### src/rtl/bcd_tick_counter.sv
// rtl/bcd_tick_counter.sv - prescaled two-digit BCD up/down counter (00-99) with clear and load.
// Optional SATURATE_EN: hold at 99/00 instead of wrapping; wrap output then stays 0.
module bcd_tick_counter #(
  parameter int unsigned DIV = 4
) (
  input  logic       clk,
  input  logic       rst_in,
  input  logic       en,
  input  logic       up_dn,
  input  logic       clr,
  input  logic       load,
  input  logic [7:0] load_val,
  output logic [3:0] ones,
  output logic [3:0] tens,
  output logic       tick,
  output logic       wrap
);

  localparam int unsigned PW = (DIV > 1) ? $clog2(DIV) : 1;
  localparam logic [PW-1:0] DIV_LAST = PW'(DIV - 1);

  logic [3:0]    ones_q, ones_d;
  logic [3:0]    tens_q, tens_d;
  logic [PW-1:0] div_cnt_q, div_cnt_d;
  logic          tick_q, tick_d;
  logic          wrap_q, wrap_d;

  // Loaded nibbles above 9 are forced to 9 so the hex decoders never see 10-15.
  function automatic logic [3:0] clamp9(input logic [3:0] n);
    return (n > 4'd9) ? 4'd9 : n;
  endfunction

  always_comb begin
    ones_d    = ones_q;
    tens_d    = tens_q;
    div_cnt_d = div_cnt_q;
    tick_d    = 1'b0;
    wrap_d    = 1'b0;
    if (clr) begin
      ones_d    = 4'd0;
      tens_d    = 4'd0;
      div_cnt_d = '0;
    end else if (load) begin
      ones_d    = clamp9(load_val[3:0]);
      tens_d    = clamp9(load_val[7:4]);
      div_cnt_d = '0;
    end else if (en) begin
      if (div_cnt_q == DIV_LAST) begin
        div_cnt_d = '0;
        tick_d    = 1'b1;
        if (up_dn) begin
          if (ones_q == 4'd9 && tens_q == 4'd9) begin
`ifdef SATURATE_EN
            ones_d = 4'd9;
            tens_d = 4'd9;
`else
            ones_d = 4'd0;
            tens_d = 4'd0;
            wrap_d = 1'b1;
`endif
          end else if (ones_q == 4'd9) begin
            ones_d = 4'd0;
            tens_d = tens_q + 4'd1;
          end else begin
            ones_d = ones_q + 4'd1;
          end
        end else begin
          if (ones_q == 4'd0 && tens_q == 4'd0) begin
`ifdef SATURATE_EN
            ones_d = 4'd0;
            tens_d = 4'd0;
`else
            ones_d = 4'd9;
            tens_d = 4'd9;
            wrap_d = 1'b1;
`endif
          end else if (ones_q == 4'd0) begin
            ones_d = 4'd9;
            tens_d = tens_q - 4'd1;
          end else begin
            ones_d = ones_q - 4'd1;
          end
        end
      end else begin
        div_cnt_d = div_cnt_q + 1'b1;
      end
    end
  end

  always_ff @(posedge clk) begin
    if (!rst_in) begin
      ones_q    <= 4'd0;
      tens_q    <= 4'd0;
      div_cnt_q <= '0;
      tick_q    <= 1'b0;
      wrap_q    <= 1'b0;
    end else begin
      ones_q    <= ones_d;
      tens_q    <= tens_d;
      div_cnt_q <= div_cnt_d;
      tick_q    <= tick_d;
      wrap_q    <= wrap_d;
    end
  end

  assign ones = ones_q;
  assign tens = tens_q;
  assign tick = tick_q;
  assign wrap = wrap_q;

endmodule

### config.mk
export PLATFORM = sky130hd
export DESIGN_NAME = bcd_tick_counter
export DESIGN_NICKNAME = d
export VERILOG_FILES = /design/src/rtl/bcd_tick_counter.sv
export SDC_FILE = /design/constraint.sdc
export NUM_CORES = 1
export LEC_CHECK = 0
export ABC_CLOCK_PERIOD_IN_PS = 2800
export CAP_MARGIN = 15
export CORE_MARGIN = 1.5
export CORE_UTILIZATION = 45
export CTS_CLUSTER_DIAMETER = 50
export CTS_CLUSTER_SIZE = 24
export DETAILED_ROUTE_END_ITERATION = 8
export GPL_TIMING_DRIVEN = 0
export HOLD_SLACK_MARGIN = 0.12
export PLACE_DENSITY = 0.86
export SYNTH_ARGS = -nofsm -noshare
export SYNTH_HDL_FRONTEND = slang
export SYNTH_SLANG_ARGS = --single-unit
### constraint.sdc
create_clock -name clk -period 2.8 [get_ports clk]
set_input_delay 0.28 -clock clk [delete_from_list [all_inputs] [get_ports clk]]
set_output_delay 0.28 -clock clk [all_outputs]
set_load 0.1 [all_outputs]
==> results_dict.tcl <==
set metrics [dict create \
    layout_common_cells "clkdlybuf4s50_1, dfxtp_1, nor2_1, o21ai_0, nand2_1" \
    cp-end-kind "output port" \
    dp_hpwl_um 1740 \
    power_density_nw_per_um2 370 \
    cts_tree "built" \
    grt_pass1_wl_um 4020 \
    startpoint "tens[0]" \
    postRouteAntennaNets 0 \
    drt_iter0_markers 36 \
    synth-edff-count 0 \
    grt_overflow 0 \
    crit_chain "clkdlybuf4s50_1" \
    fp-row-count 16 \
    worstSetupPathType "reg2out" \
    synth_seq_area_share 0.252 \
    cts_sinks 12 \
    worstHoldStart "load" \
    crit_buf_inv 1 \
    crit_arrival_ns 1.99 \
    netlist_area_um2 953 \
    crit_slowest_cell "clkdlybuf4s50_1" \
    r2r-start "tens[0]" \
    fin_crit_ns 2.27 \
    numPortBuffers 22 \
    synth_ff_type "dfxtp_1" \
    ys_warn_count 0 \
    ir_drop_uv 321 \
    tns_ns 0 \
    critPathTopFamily "buffers and inverters" \
    drt-vias-per-instance 5.80 \
    async_flop_share 0 \
    ctsRootBufferMaster "clkbuf_4" \
    wl_per_cell_um 14.0 \
    highest_layer "met4" \
    area_growth_pct 30.4 \
    die_x_um 49.0 \
    finClkSkew_ns 0.00531 \
    fillerInstances 161 \
    antenna_found_initial 0 \
    rsz0062_at_grt "false" \
    routabilityCongestion 0.886 \
    dr.pass1.iters 5 \
    required_ns 2.52 \
    drive_above_1_share 0.125 \
    fmax_ghz 0.440 \
    seq_area_um2 240 \
    yosysUniqueCellTypes 44 \
    cap_violations 0 \
    vias 992 \
    met3_wirelength_um 115 \
    cts_hold_buf 0 \
    cts_resized 0 \
    syn_inst 118 \
    finalSetupViolations 0 \
    io_pins 24 \
    wl_met2_um 1180 \
    worstHoldPathType "in2reg" \
    utilization 0.628 \
    grt_max_degree 11 \
    slew_violations 0 \
    clkTransAtPathRegs_ns 0.08 \
    cp_max_fo 9 \
    worst_slew_pin_slew_ns 0.965 \
    avgSynthCellArea_um2 8.08 \
    clk_latency_ns 0.28 \
    die_y_um 49.0 \
    track_usage 0.216 \
    cts_made_buffers 3 \
    mappedNetlistNets 136 \
    mostFrequentLayoutCell "clkdlybuf4s50_1" \
    routed_wl_um 2400 \
    fin_nets 163 \
    drc 0 \
    fin_crit_sh 0.811 \
    n_antenna_cell 0 \
    fp.dieArea_um2 2400 \
    grt_pass1_vias 888 \
    critical_path.max_stage_delay_ns 1.20 \
    hold_violations 0 \
    slew_headroom 0.355 \
    post_cts_buffers 0 \
    status "completed" \
    clk_path_buf_depth 2 \
    cp-start-kind "flip-flop" \
    p_leak_nw 0.443 \
    multi_input_area_um2 629 \
    core-area_um2 1980 \
    start_util 0.481 \
    htreeDepth 1 \
    wl_met1_um 1040 \
    synth_seq_cells 12 \
]
## per-stage QoR
| step | cell area [um2] | power [mW] | worst slack (ns) | cells | hold slack (ns) |
|---|---|---|---|---|---|
| 6_report | 1240 | 0.461 | 0.530 | 171 | 0.543 |
| 5_1_grt | 1240 | 0.483 | 0.460 | 171 | 0.574 |
| 4_1_cts | 1240 | 0.462 | 0.538 | 171 | 0.537 |
| 3_5_place_dp | 1210 | 0.320 | 0.851 | 167 | 0.547 |
| 3_3_place_gp | 1210 | 0.317 | 0.855 | 167 | 0.515 |
| 2_1_floorplan | 953 | 0.279 | 0.409 | 118 | 0.430 |
## final timing paths
kind	end	slack, ns	depth (start not counted)
worst min-delay path	ones[3]	0.54	3
worst min register to register	div_cnt_q[1]	0.55	2
worst max-delay path	tens[0]	0.53	1
worst max register to register	tens[2]	0.92	6
## Yosys cell counts (2+ instances only)
master,n,share of area
and3_1,3,0.020
nor2_1,11,0.043
nand2_1,7,0.028
nor3_2,2,0.021
or3_1,2,0.013
a211oi_1,2,0.016
a2111oi_0,2,0.018
xnor2_1,2,0.018
nor2b_1,3,0.020
o21ai_0,9,0.047
nand3_1,2,0.010
a31oi_1,5,0.033
a21oi_1,6,0.031
mux2i_1,3,0.031
ha_1,4,0.052
nor3_1,3,0.016
buf_6,2,0.024
nand2b_1,3,0.020
clkbuf_1,3,0.012
dfxtp_1,12,0.25
inv_1,6,0.024
buf_2,3,0.016
and2_1,2,0.013
## worst min-delay path: stages
cell,delay [ns]
clkbuf_1,0.24
or4_1,0.18
a31oi_1,0.08
## cell type report
cell class | count | share of cell area
multi-input cells | 90 | 0.506
flip-flops and latches | 12 | 0.193
repair buffers | 22 | 0.177
plain buffers | 10 | 0.0493
clock buffers | 4 | 0.0292
well taps | 27 | 0.0272
inverters | 6 | 0.0181
## flip-flops by register name, indices dropped and copies added, names as in the netlist
register,cells
ones,4
tens,4
div_cnt_q,2
tick,1
wrap,1
## metal layers
metal / GRT usage / up-vias
li1: - / 488
met3: 0.0276 / 5
met4: 0.138 / 0
met2: 0.340 / 41
met1: 0.276 / 458
met5: 0 / -
## power by group
part / internal (mW) / total, mW / switching (mW) / leakage (nW)
sequential: 0.175 / 0.181 / 0.00592 / 0.0976
combinational: 0.0535 / 0.137 / 0.0833 / 0.324
clock: 0.0792 / 0.143 / 0.0634 / 0.0210
## cell families (layout without fill, tap and decap cells)
logic type               after synthesis  after routing  share of synthesized area
AND/OR/NAND/NOR                       43             43                      0.265
multiplexers                           3              3                     0.0315
AO/OA/AOI/OAI                         37             37                      0.283
adder cells (fa/ha/maj)                4              4                     0.0525
buffers and inverters                 16             42                     0.0879
flip-flops                            12             12                      0.252
XOR/XNOR                               3              3                     0.0276
No activity file was read; power rests on OpenSTA's default activity.
